$ cat src/rtl/jtframe_credits_pkg.sv
// Shared types and sizes for the credits/pause overlay sequencer.
package jtframe_credits_pkg;

  localparam int unsigned VRAM_AW    = 10;
  localparam int unsigned VRAM_DEPTH = 1024;
  localparam int unsigned VRAM_DW    = 8;
  localparam int unsigned CTRL_W     = 3;

  typedef enum logic [1:0] {
    IDLE  = 2'd0,
    CLEAR = 2'd1,
    SHOW  = 2'd2
  } state_t;

  // One VRAM write: address plus data byte
  typedef struct packed {
    logic [VRAM_AW-1:0] addr;
    logic [VRAM_DW-1:0] din;
  } vram_wr_t;

endpackage

$ cat src/rtl/jtframe_credits_seq_if.sv
// Text requester write port: requester holds req/addr/din, sequencer answers with a one-cycle ack.
interface jtframe_credits_seq_if;
  import jtframe_credits_pkg::*;

  logic               req;
  logic [VRAM_AW-1:0] addr;
  logic [VRAM_DW-1:0] din;
  logic               ack;

  modport master (output req, output addr, output din, input  ack);
  modport slave  (input  req, input  addr, input  din, output ack);

endinterface

$ cat src/rtl/jtframe_credits_arb.sv
// Two-way round-robin arbiter for the overlay VRAM write port; grant decision is combinational.
module jtframe_credits_arb
  import jtframe_credits_pkg::*;
(
  input  logic     clk,
  input  logic     rst,
  input  logic     en,
  input  logic     a_req,
  input  vram_wr_t a_wr,
  input  logic     b_req,
  input  vram_wr_t b_wr,
  output logic     gnt_a_c,
  output logic     gnt_b_c,
  output logic     we_c,
  output vram_wr_t wr_c
);

  logic rr_b;  // 0: A wins the next contention, 1: B wins

  always_comb begin
    gnt_a_c = 1'b0;
    gnt_b_c = 1'b0;
    if (en) begin
      if (a_req && b_req) begin
        gnt_a_c = ~rr_b;
        gnt_b_c = rr_b;
      end else begin
        gnt_a_c = a_req;
        gnt_b_c = b_req;
      end
    end
    we_c = gnt_a_c | gnt_b_c;
    wr_c = gnt_b_c ? b_wr : a_wr;
  end

  // Pointer only moves when both requesters competed
  always_ff @(posedge clk) begin
    if (rst) begin
      rr_b <= 1'b0;
    end else if (en && a_req && b_req) begin
      rr_b <= ~rr_b;
    end
  end

endmodule

$ cat src/rtl/jtframe_credits_seq.sv
// Credits/pause overlay sequencer: clears message VRAM on pause entry, then arbitrates
// two text requesters and drives the overlay enable/toggle/fast_scroll/vram_ctrl controls.
module jtframe_credits_seq
  import jtframe_credits_pkg::*;
#(
  parameter bit                 CLR_EN   = 1'b1,
  parameter logic [VRAM_DW-1:0] CLR_CHAR = 8'h20,
  parameter int unsigned        AUTOHIDE = 0,
  parameter int unsigned        FASTDLY  = 4
) (
  input  logic               rst,
  input  logic               clk,
  input  logic               pause,
  input  logic               vb,
  input  logic               btn_toggle,
  input  logic               btn_fast,
  input  logic [CTRL_W-1:0]  cfg_vram_ctrl,
  jtframe_credits_seq_if.slave a,
  jtframe_credits_seq_if.slave b,
  output logic [VRAM_AW-1:0] vram_addr,
  output logic [VRAM_DW-1:0] vram_din,
  output logic               vram_we,
  output logic               enable,
  output logic               toggle,
  output logic               fast_scroll,
  output logic [CTRL_W-1:0]  vram_ctrl,
  output logic               busy
);

  localparam int unsigned AH_W = 8;
  localparam int unsigned FD_W = 4;
  localparam logic [AH_W-1:0]    AH_MAX   = AH_W'(AUTOHIDE);
  localparam logic [FD_W-1:0]    FD_MAX   = FD_W'(FASTDLY);
  localparam logic [FD_W-1:0]    FD_SAT   = '1;
  localparam logic [VRAM_AW-1:0] CLR_LAST = VRAM_AW'(VRAM_DEPTH - 1);

  state_t state, state_nxt;

  logic pause_q, vb_q, tog_q;
  logic pause_rise, pause_fall, vb_rise, tog_rise;

  logic [AH_W-1:0]    fcnt, fcnt_nxt;
  logic [FD_W-1:0]    fast_cnt, fast_cnt_nxt;
  logic               ah_hit;

  logic               a_ack_q, b_ack_q, a_ack_nxt, b_ack_nxt;
  logic [VRAM_AW-1:0] addr_nxt;
  logic [VRAM_DW-1:0] din_nxt;
  logic               we_nxt, enable_nxt, toggle_nxt, fast_nxt, busy_nxt;
  logic [CTRL_W-1:0]  ctrl_nxt;

  vram_wr_t a_wr, b_wr, arb_wr_c;
  logic     arb_en_c, gnt_a_c, gnt_b_c, arb_we_c;

  assign pause_rise = pause & ~pause_q;
  assign pause_fall = ~pause & pause_q;
  assign vb_rise    = vb & ~vb_q;
  assign tog_rise   = btn_toggle & ~tog_q;

  assign a_wr.addr = a.addr;
  assign a_wr.din  = a.din;
  assign b_wr.addr = b.addr;
  assign b_wr.din  = b.din;
  assign a.ack     = a_ack_q;
  assign b.ack     = b_ack_q;

  // Requests are only served in SHOW, and not on the cycle that leaves it
  assign arb_en_c = (state == SHOW) && !pause_fall;

  jtframe_credits_arb u_arb (
    .clk     (clk),
    .rst     (rst),
    .en      (arb_en_c),
    .a_req   (a.req),
    .a_wr    (a_wr),
    .b_req   (b.req),
    .b_wr    (b_wr),
    .gnt_a_c (gnt_a_c),
    .gnt_b_c (gnt_b_c),
    .we_c    (arb_we_c),
    .wr_c    (arb_wr_c)
  );

  always_ff @(posedge clk) begin
    if (rst) begin
      state <= IDLE;
    end else begin
      state <= state_nxt;
    end
  end

  // Next state and next values of every registered output
  always_comb begin
    state_nxt    = state;
    busy_nxt     = 1'b0;
    we_nxt       = 1'b0;
    addr_nxt     = vram_addr;
    din_nxt      = vram_din;
    enable_nxt   = enable;
    ctrl_nxt     = vram_ctrl;
    toggle_nxt   = 1'b0;
    a_ack_nxt    = 1'b0;
    b_ack_nxt    = 1'b0;
    fcnt_nxt     = '0;
    fast_cnt_nxt = '0;
    fast_nxt     = 1'b0;
    ah_hit       = 1'b0;

    case (state)
      IDLE: begin
        enable_nxt = 1'b0;
        if (pause_rise) begin
          if (CLR_EN) begin
            state_nxt = CLEAR;
            busy_nxt  = 1'b1;
            we_nxt    = 1'b1;
            addr_nxt  = '0;
            din_nxt   = CLR_CHAR;
          end else begin
            state_nxt  = SHOW;
            enable_nxt = 1'b1;
            ctrl_nxt   = cfg_vram_ctrl;
          end
        end
      end

      CLEAR: begin
        if (pause_fall) begin
          state_nxt  = IDLE;
          enable_nxt = 1'b0;
        end else if (vram_addr == CLR_LAST) begin
          state_nxt  = SHOW;
          enable_nxt = 1'b1;
          ctrl_nxt   = cfg_vram_ctrl;
        end else begin
          busy_nxt = 1'b1;
          we_nxt   = 1'b1;
          addr_nxt = vram_addr + VRAM_AW'(1);
          din_nxt  = CLR_CHAR;
        end
      end

      SHOW: begin
        if (pause_fall) begin
          state_nxt  = IDLE;
          enable_nxt = 1'b0;
        end else begin
          we_nxt    = arb_we_c;
          a_ack_nxt = gnt_a_c;
          b_ack_nxt = gnt_b_c;
          if (arb_we_c) begin
            addr_nxt = arb_wr_c.addr;
            din_nxt  = arb_wr_c.din;
          end
          // Idle-frame counter saturates at AUTOHIDE so the hide pulse fires once
          if (arb_we_c || tog_rise) begin
            fcnt_nxt = '0;
          end else if (vb_rise && (fcnt < AH_MAX)) begin
            fcnt_nxt = fcnt + AH_W'(1);
            ah_hit   = (fcnt_nxt == AH_MAX);
          end else begin
            fcnt_nxt = fcnt;
          end
          toggle_nxt = tog_rise | ah_hit;
          if (btn_fast) begin
            fast_cnt_nxt = (vb_rise && (fast_cnt != FD_SAT)) ? fast_cnt + FD_W'(1) : fast_cnt;
          end
          fast_nxt = btn_fast && (fast_cnt_nxt >= FD_MAX);
        end
      end

      default: state_nxt = IDLE;
    endcase
  end

  always_ff @(posedge clk) begin
    if (rst) begin
      pause_q     <= 1'b0;
      vb_q        <= 1'b0;
      tog_q       <= 1'b0;
      fcnt        <= '0;
      fast_cnt    <= '0;
      a_ack_q     <= 1'b0;
      b_ack_q     <= 1'b0;
      vram_addr   <= '0;
      vram_din    <= '0;
      vram_we     <= 1'b0;
      enable      <= 1'b0;
      toggle      <= 1'b0;
      fast_scroll <= 1'b0;
      vram_ctrl   <= '0;
      busy        <= 1'b0;
    end else begin
      pause_q     <= pause;
      vb_q        <= vb;
      tog_q       <= btn_toggle;
      fcnt        <= fcnt_nxt;
      fast_cnt    <= fast_cnt_nxt;
      a_ack_q     <= a_ack_nxt;
      b_ack_q     <= b_ack_nxt;
      vram_addr   <= addr_nxt;
      vram_din    <= din_nxt;
      vram_we     <= we_nxt;
      enable      <= enable_nxt;
      toggle      <= toggle_nxt;
      fast_scroll <= fast_nxt;
      vram_ctrl   <= ctrl_nxt;
      busy        <= busy_nxt;
    end
  end

endmodule
$ cat src/flat_wrapper.sv
// flat-port wrapper written by rule: the top's interface ports become plain ports
module jtframe_credits_seq_flat import jtframe_credits_pkg::*;
#(
  parameter bit                 CLR_EN   = 1'b1,
  parameter logic [VRAM_DW-1:0] CLR_CHAR = 8'h20,
  parameter int unsigned        AUTOHIDE = 0,
  parameter int unsigned        FASTDLY  = 4
)
  (rst, clk, pause, vb, btn_toggle, btn_fast, cfg_vram_ctrl, vram_addr, vram_din, vram_we, enable, toggle, fast_scroll, vram_ctrl, busy, a_req, a_addr, a_din, a_ack, b_req, b_addr, b_din, b_ack);
  jtframe_credits_seq_if a_i ();
  jtframe_credits_seq_if b_i ();
  input  logic rst;
  input  logic clk;
  input  logic pause;
  input  logic vb;
  input  logic btn_toggle;
  input  logic btn_fast;
  input  logic [CTRL_W-1:0] cfg_vram_ctrl;
  output logic [VRAM_AW-1:0] vram_addr;
  output logic [VRAM_DW-1:0] vram_din;
  output logic vram_we;
  output logic enable;
  output logic toggle;
  output logic fast_scroll;
  output logic [CTRL_W-1:0] vram_ctrl;
  output logic busy;
  input wire logic [$bits(a_i.req)-1:0] a_req;
  input wire logic [$bits(a_i.addr)-1:0] a_addr;
  input wire logic [$bits(a_i.din)-1:0] a_din;
  output wire logic [$bits(a_i.ack)-1:0] a_ack;
  input wire logic [$bits(b_i.req)-1:0] b_req;
  input wire logic [$bits(b_i.addr)-1:0] b_addr;
  input wire logic [$bits(b_i.din)-1:0] b_din;
  output wire logic [$bits(b_i.ack)-1:0] b_ack;
  assign a_i.req = a_req;
  assign a_i.addr = a_addr;
  assign a_i.din = a_din;
  assign a_ack = a_i.ack;
  assign b_i.req = b_req;
  assign b_i.addr = b_addr;
  assign b_i.din = b_din;
  assign b_ack = b_i.ack;
  jtframe_credits_seq #(.CLR_EN(CLR_EN), .CLR_CHAR(CLR_CHAR), .AUTOHIDE(AUTOHIDE), .FASTDLY(FASTDLY)) u_core (.rst(rst), .clk(clk), .pause(pause), .vb(vb), .btn_toggle(btn_toggle), .btn_fast(btn_fast), .cfg_vram_ctrl(cfg_vram_ctrl), .a(a_i), .b(b_i), .vram_addr(vram_addr), .vram_din(vram_din), .vram_we(vram_we), .enable(enable), .toggle(toggle), .fast_scroll(fast_scroll), .vram_ctrl(vram_ctrl), .busy(busy));
endmodule
$ cat config.mk
export PLATFORM = sky130hd
export DESIGN_NAME = jtframe_credits_seq_flat
export DESIGN_NICKNAME = d
export VERILOG_FILES = /design/src/rtl/jtframe_credits_pkg.sv /design/src/rtl/jtframe_credits_seq_if.sv /design/src/rtl/jtframe_credits_arb.sv /design/src/rtl/jtframe_credits_seq.sv /design/src/flat_wrapper.sv
export SDC_FILE = /design/constraint.sdc
export NUM_CORES = 1
export LEC_CHECK = 0
export BUFFER_PORTS_ARGS = -buffer_cell sky130_fd_sc_hd__buf_2
export CORE_ASPECT_RATIO = 1.5
export CORE_UTILIZATION = 45
export DETAILED_ROUTE_END_ITERATION = 10
export PLACE_DENSITY_LB_ADDON = 0.2
export SETUP_SLACK_MARGIN = 0.3
export SLEW_MARGIN = 5
export SYNTH_ARGS = -nofsm -noshare
export SYNTH_HDL_FRONTEND = slang
export SYNTH_SLANG_ARGS = --single-unit
$ cat constraint.sdc
create_clock -name clk -period 2.74 [get_ports clk]
set_input_delay 0.137 -clock clk [delete_from_list [all_inputs] [get_ports clk]]
set_output_delay 0.137 -clock clk [all_outputs]
set_load 0.01 [all_outputs]
==> summary.txt, run 1 <==
Synthesis
  – Dominant cell type by area after synthesis: dfxtp_1
  – Area contributors post-synth: dfxtp_1, a21oi_1, mux2_2
  – Seq cells post-synth: 38
  – Syn Area/Cell: 8.711 um2
  – Synth Area in Simple Gates: 19.98%
  – Mux cell area share after synthesis: 9.234%
  – Net count after synthesis: 292
  – Yosys cell types: 47
  – Synthesized area: 2073 um2
  – Post-synthesis sequential area ratio: 36.69%
  – Gate Count Post-Synth: 238
  – Async SR Flop Fraction: 0%
  – Top_reg_cell synth: dfxtp_1
  – Compound-Gate Fraction of Synth Area: 22.69%
  – Largest family of logic cells by synthesized area: compound AO/OA/AOI/OAI gates
  – Synth Area in XOR/XNOR: 2.957%
  – Synth warn: 0
  – Area share of the largest cell type after synthesis: 36.69%
  – Synth Area in Adders: 4.225%
  – EDFF count, synth: 0

Timing
  – Total Neg Setup Slack: 0 ns
  – Final Setup Violations: 0
  – F_max: 454.3 MHz
  – Final cycle utilization of the critical path: 80.34%
  – Minimum clock period: 2.201 ns
  – Slew Limit Headroom: 70.45%
  – Hold slack final: 0.07273 ns
  – Worst clock skew: 0.006902 ns
  – Final Hold Viols: 0
  – Slew Viols, Final: 0
  – RSZ-0062 raised after global routing: false
  – Worst Tran Pin Value: 0.4432 ns

Die
  – DIE AREA: 4888 um2
  – Chip Height: 85.13 um
  – Rows: 29
  – Die X: 57.42 um
  – Starting Density: 48.02%
  – CORE AREA: 4318 um2
  – # IOs: 75

Global routing
  – Gr ovfl total: 0
  – Initial antenna violation count: 0
  – Total GRT Usage: 21.05%
  – Number of global-route vias before repair: 1819
  – Largest net degree at the start of global routing: 25
  – First-pass GRT wire length: 8079 um

Run status
  – Failing checks: design-rule violations
  – Outcome: finished, violations left

Clock tree
  – Clock Sinks: 38
  – TritonCTS Buffers: 5
  – # hold bufs at CTS: 0
  – Worst skew pair latency: 0.29 ns
  – Clk root buf: clkbuf_8
  – TritonCTS clock tree: done
  – H-tree depth: 2
  – CTS clk-pin slew, worst paths: 0.07 ns
  – Clk buf depth: 2

Placement
  – Final HPWL DP: 3738 um
  – I/O Buffers: 74
  – Placed cells: 348
  – Final Wtd Congestion: 0.8840
  – Placed instance area: 2462 um2

Layout
  – Final nets: 363
  – Layout area overhead: 23.23%
  – Fin area: 2555 um2
  – Share of cells above drive strength 1: 31.29%
  – Final core occ: 59.17%
  – Diodes inserted: 0
  – Fin cells: 356

Detailed routing
  – Vias per Instance: 5.860
  – ANT nets after route: 0
  – Via count: 2086
  – DRT Pass-1 Iters: 7
  – Total wire length: 5026 um
  – WL per Instance: 14.12 um
  – Initial DRC Count: 59
  – DRC: 5

Pwr
  – Leakage: 0.001140 uW
  – Peak VDD IR: 0.0003016 V
  – Power Dens Cells: 437.3 nW/um2

Worst setup path
  – R2R Path End: u_core.vram_din[5]
  – Critical path type: register to register
  – Req. time, crit path: 2.94 ns
  – CP Launch Type: register
  – Worst reg-to-reg path cell count: 6
  – RR Startpoint: u_core.vram_addr[0]
  – Max FO, Critical Path: 11
  – Crit. End Element: register
  – Worst Path Arrival: 2.40 ns
  – R2R setup slack: 0.54 ns

Worst hold path
  – Hold_sp: vb
  – Hold Crit Class: primary input to register
  – Hold Crit Endpoint: u_core.vb_q
  – Hold Path Stages: 2

Run
  – Max-cap violations: 0
-- power by group --
group,switching (uW),total (uW),internal (uW)
Sequential,11.1,575,564
Combinational,87.2,153,65.5
Clock,186,389,203
Total,285,1120,833
-- synth_stat cells (2+ instances only) --
library cell  instances
o21ai_0              17
xor2_1                6
o311ai_0              3
nand2b_1              3
a21oi_1              22
buf_2                 3
and4_1                2
nor3_1                2
a31oi_1               2
o32a_1                2
a211oi_1              2
nor2b_1               6
o22a_1                2
inv_1                 9
ha_1                  7
nor2_1               14
and3_1                2
a311oi_1              2
a22o_1                2
a32o_1                5
mux2i_1               9
mux2_2                9
nand3_1              11
nand2_1              15
clkbuf_1              7
o22ai_1               4
dfxtp_1              38
nand4_1              13
-- worst max path at each step --
stage | startpoint | slack, ns | depth (start not counted) | to
floorplan | u_core.vram_addr[0] | 0.73 | 6 | u_core.vram_addr[3]
detailed placement | u_core.state[0] | 0.45 | 7 | u_core.vram_addr[3]
CTS | u_core.state[0] | 0.43 | 7 | u_core.vram_addr[3]
global placement | u_core.state[0] | 0.53 | 7 | u_core.vram_addr[8]
global route | u_core.vram_addr[0] | 0.36 | 6 | u_core.vram_addr[1]
finish | u_core.vram_addr[0] | 0.54 | 6 | u_core.vram_din[5]
-- per-layer routing --
layer,routed length (um),track usage (%)
met5,0,0
met4,84,8.426
met3,262,4.421
met2,2614,37.21
met1,2065,24.12
-- flip-flops by register name, summed over array words and instances (netlist names), 2 cells and up --
| name | flops |
|---|---|
| u_core.vram_din | 8 |
| u_core.fast_cnt | 4 |
| u_core.state | 2 |
| u_core.vram_addr | 10 |
| u_core.vram_ctrl | 3 |
-- critical path: stages, from the launching register on --
cell,delay [ns]
dfxtp_1,0.49
ha_1,0.33
nand3_1,0.13
or4_4,0.49
nand2_1,0.30
nor2_1,0.13
a311oi_1,0.25
-- cell type report --
class,instances,area (um2)
clock buffer,7,86.33
tap,46,57.56
sequential,38,760.7
clock inverter,1,5.005
fill,404,1763
timing repair buffer,76,385.4
inverter,9,33.78
multi-input combinational,179,1226
-- logic make-up after synthesis --
| kind of cell | Yosys count |
|---|---|
| AO/OA/AOI/OAI | 72 |
| adder cells (fa/ha/maj) | 7 |
| buffers and inverters | 21 |
| multiplexers | 18 |
| XOR/XNOR | 7 |
| AND/OR/NAND/NOR | 75 |
| flip-flops | 38 |
-- stage by stage --
stage          total power (uW)  setup slack (ns)
2_1_floorplan             678.3            0.7347
3_3_place_gp              738.4            0.5258
3_5_place_dp              740.3            0.4478
4_1_cts                    1131            0.4323
5_1_grt                    1180            0.3631
6_report                   1117            0.5387
-- timing repair --
| action | in CTS | in global routing |
|---|---|---|
| buffers inserted | 0 | 0 |
| gates resized for setup | 0 | 1 |
| endpoints found under the setup margin | 0 | 5 |
-- layout by cell type, fill, tap and decap left out, types with 3 or more instances in the layout --
cell,Yosys,routed
buf_2,3,74
dfxtp_1,38,38
a21oi_1,22,22
o21ai_0,17,17
nand2_1,15,15
nor2_1,14,14
nand4_1,13,13
nand3_1,11,11
inv_1,9,9
mux2i_1,9,9
mux2_2,9,9
ha_1,7,7
xor2_1,6,6
nor2b_1,6,6
clkbuf_8,0,6
a32o_1,5,5
o22ai_1,4,4
nand2b_1,3,3
o311ai_0,3,3
Power figures use the tool's default switching activity.
==> inputs of run 2 (changes only) <==
--- a/config.mk
+++ b/config.mk
@@ -5,6 +5,7 @@
 export SDC_FILE = /design/constraint.sdc
 export NUM_CORES = 1
 export LEC_CHECK = 0
+export ABC_AREA = 1
 export BUFFER_PORTS_ARGS = -buffer_cell sky130_fd_sc_hd__buf_2
 export CORE_ASPECT_RATIO = 1.5
 export CORE_UTILIZATION = 45
==> constraint.sdc (replaced) <==
create_clock -name clk -period 2.3 [get_ports clk]
set_input_delay 0.115 -clock clk [delete_from_list [all_inputs] [get_ports clk]]
set_output_delay 0.115 -clock clk [all_outputs]
set_load 0.01 [all_outputs]
==> run 2 against run 1 <==
  * Critical endpoint is now u_core.vram_addr[4]
  * Critical path depth increased by 4
  * Area after synthesis rose by 8.2%
  * Largest power group unchanged
  * Sequential cell count unchanged
  * Cell count is 36% higher
  * Non-clock buffer count rose by 3
  * Utilization decreased by 0.72 points
  * Register-to-register slack got worse by 0.14 ns
  * Routed wire length increased by 16%
  * Clock skew is 0.0012 ns higher
  * The run now ends clean
==> summary.txt, run 2 <==
Clock tree
  – Post-CTS setup buffer count: 0 (unchanged)
  – Clk root buf: clkbuf_8 (unchanged)
  – CTS clk-pin slew, worst paths: 0.08 ns (was 0.07 ns)
  – Clk buf depth: 2 (unchanged)
  – Clock Sinks: 38 (unchanged)
  – H-tree depth: 2 (unchanged)
  – TritonCTS clock tree: done (unchanged)
  – TritonCTS Buffers: 5 (unchanged)
  – Worst skew pair latency: 0.29 ns (about the same)
  – # hold bufs at CTS: 0 (unchanged)

Detailed routing
  – WL per Instance: 12.07 um (was 14.12 um)
  – Met2 WL: 3083 um (was 2614 um)
  – ANT nets after route: 0 (unchanged)
  – Via count: 2377 (was 2086)
  – Highest routed layer: met4 (unchanged)
  – DRC: 0 (was 5)
  – WL met1: 2383 um (was 2065 um)
  – Vias per Instance: 4.901 (was 5.860)
  – DRT Pass-1 Iters: 4 (was 7)
  – Routed wl met3: 294 um (was 262 um)
  – Initial DRC Count: 106 (was 59)
  – Total wire length: 5854 um (was 5026 um)

Die
  – # IOs: 75 (unchanged)
  – Chip Height: 88.48 um (was 85.13 um)
  – Starting Density: 46.64% (was 48.02%)
  – CORE AREA: 4810 um2 (was 4318 um2)
  – Die X: 59.65 um (was 57.42 um)
  – DIE AREA: 5278 um2 (was 4888 um2)
  – Rows: 31 (was 29)

Placement
  – Placed cells: 476 (was 348)
  – I/O Buffers: 74 (unchanged)
  – Setup slack at placement: 0.2696 ns (was 0.4478 ns)
  – Final Wtd Congestion: 0.8162 (was 0.8840)
  – Final HPWL DP: 4388 um (was 3738 um)

Pwr
  – Clk pwr share: 36.3% (was 34.8%)
  – Power Dens Cells: 546.2 nW/um2 (was 437.3 nW/um2)
  – Sw frac: 28.05% (was 25.48%)
  – Power share of the sequential group: 44.9% (was 51.5%)
  – Peak VDD IR: 0.0003672 V (was 0.0003016 V)
  – Internal cell power: 1105 uW (was 832.6 uW)
  – Combinational power share: 18.8% (was 13.7%)
  – NetSw: 430.8 uW (was 284.7 uW)
  – Leakage: 0.001369 uW (was 0.001140 uW)

Synthesis
  – Synthesized area: 2243 um2 (was 2073 um2)
  – Most common cell in the netlist: nand2_1 (was dfxtp_1)
  – Synth warn: 0 (unchanged)
  – Gate Count Post-Synth: 343 (was 238)
  – Post-synthesis sequential area ratio: 33.91% (was 36.69%)
  – Net count after synthesis: 397 (was 292)
  – Dominant cell type by area after synthesis: dfxtp_1 (unchanged)
  – Area share of the largest cell type after synthesis: 33.91% (was 36.69%)
  – Most frequent cells after synthesis: nand2_1, inv_1, nand3_1 (was dfxtp_1, a21oi_1, o21ai_0)
  – Area contributors post-synth: dfxtp_1, nand2_1, nand3_1 (was dfxtp_1, a21oi_1, mux2_2)
  – Top_reg_cell synth: dfxtp_1 (unchanged)
  – EDFF count, synth: 0 (unchanged)
  – Yosys cell types: 29 (was 47)
  – Seq cells post-synth: 38 (unchanged)
  – Async SR Flop Fraction: 0% (unchanged)
  – Syn Area/Cell: 6.541 um2 (was 8.711 um2)

Layout
  – Largest Register: u_core.vram_addr (unchanged)
  – Fin cells: 485 (was 356)
  – Commonest cells after routing, fill and taps aside: nand2_1, buf_2, inv_1 (was buf_2, dfxtp_1, a21oi_1)
  – Most common cell after layout, fill and taps aside: nand2_1 (was buf_2)
  – Fillers: 500 (was 404)
  – Diodes inserted: 0 (unchanged)
  – Final nets: 472 (was 363)
  – Max reg flops: 10 (unchanged)
  – Layout area overhead: 25.32% (was 23.23%)
  – Share of cells above drive strength 1: 27.21% (was 31.29%)
  – Regs by FF count: u_core.vram_addr (10), u_core.vram_din (8), u_core.fast_cnt (4) (unchanged)

Timing
  – Worst clock skew: 0.008141 ns (was 0.006902 ns)
  – Slew Limit Headroom: 76.70% (was 70.45%)
  – RSZ-0062 raised after global routing: true (was false)
  – Slew Viols, Final: 0 (unchanged)
  – Worst Tran Pin Value: 0.3496 ns (was 0.4432 ns)
  – Total Neg Setup Slack: 0 ns (unchanged)
  – Minimum clock period: 1.901 ns (was 2.201 ns)
  – Hold slack final: 0.05614 ns (was 0.07273 ns)
  – Final cycle utilization of the critical path: 82.66% (was 80.34%)
  – Final worst slack: 0.3988 ns (was 0.5387 ns)
  – F_max: 526.0 MHz (was 454.3 MHz)
  – Final Hold Viols: 0 (unchanged)
  – Final Setup Violations: 0 (unchanged)

Worst hold path
  – Hold Crit Class: primary input to register (unchanged)

Worst setup path
  – Crit. End Element: register (unchanged)
  – CP Launch Type: register (unchanged)
  – Max FO, Critical Path: 15 (was 11)
  – Worst Path Arrival: 2.12 ns (was 2.40 ns)
  – Critical path type: register to register (unchanged)
  – Req. time, crit path: 2.52 ns (was 2.94 ns)

Run status
  – Outcome: completed (was finished, violations left)

Global routing
  – Largest net degree at the start of global routing: 28 (was 25)
  – Total GRT Usage: 22.48% (was 21.05%)
  – Gr ovfl total: 0 (unchanged)
  – Initial antenna violation count: 0 (unchanged)
  – First-pass GRT wire length: 9045 um (was 8079 um)
  – Number of global-route vias before repair: 2137 (was 1819)

Run
  – Max-cap violations: 0 (unchanged)
## run 2: cell types whose count changed after synthesis, moves of 8 or more
cell / previous run / this run
nand2_1: 15 / 90
inv_1: 9 / 50
nand3_1: 11 / 46
nor2_1: 14 / 27
nand4_1: 13 / 1
mux2_2: 9 / 0
mux2i_1: 9 / 0
a21oi_2: 0 / 8
## run 2: final timing paths
kind	slack, ns	end	cells past startpoint	start
max reg2reg	0.40	u_core.vram_addr[4]	10	u_core.state[0]
min	0.06	u_core.vb_q	3	vb
min reg2reg	0.40	u_core.toggle	1	u_core.tog_q
max	0.40	u_core.vram_addr[4]	10	u_core.state[0]
## run 2: layout make-up
cell class                 count  area, um2  share of cell area, %
tap                           66      82.58                  2.937
sequential                    38      760.7                  27.06
timing repair buffer          79      407.9                  14.51
inverter                      52      195.2                  6.943
clock buffer                   6      72.57                  2.581
clock inverter                 2      37.54                  1.335
multi-input combinational    242       1255                  44.64
## run 2: critical path, cell delays in order, from the launching register on
cell and delay [ns]:
dfxtp_1 0.35, inv_1 0.12, ha_2 0.24, inv_2 0.10
nor2_4 0.14, nand2_4 0.12, nand3_2 0.14, nand2_2 0.12
nor2_4 0.24, nand3_1 0.13, a21oi_2 0.12
## run 2: logic make-up (layout without fill, tap and decap cells)
group                      Yosys count  count (layout)  share of synthesized area, %
AOI/OAI and AO/OA                   50              50                         13.22
xor gates and xnor gates             1               1                        0.3905
adders and majority gates            7               7                         3.904
buffers and inverters               64             139                         11.66
DFF                                 38              38                         33.91
and+or+nand+nor                    183             184                         36.92
## run 2: power groups by stage
| stage | Clock (uW) | Sequential [uW] | Combinational (uW) |
|---|---|---|---|
| final | 557 | 689 | 289 |
| after global routing | 601 | 692 | 321 |
| after detailed placement | 0 | 704 | 272 |
| after floorplan | 0 | 709 | 180 |
| after global placement | 0 | 703 | 270 |
| after CTS | 571 | 689 | 277 |
## run 2: through the flow
step | instance area (um2) | utilization [%] | power, uW
2_1_floorplan | 2243 | - | 888.5
3_5_place_dp | 2668 | 55.46 | 976.2
6_report | 2811 | 58.45 | 1536
4_1_cts | 2785 | 57.91 | 1537
5_1_grt | 2811 | 58.45 | 1613
3_3_place_gp | 2668 | 55.46 | 973.1
## run 2: what timing repair did
item                                    CTS  global route
cloned                                    0             1
endpoints found under the setup margin    1            22
pin swaps                                 0             2
resized for setup                         1             5
endpoints found under the hold margin     0             0
## run 2: routing by layer
metal  vias up  GRT usage, %
met2        74         42.53
met1      1055         24.44
met5         -             0
met4         0         8.034
li1       1240             -
met3         8         3.509
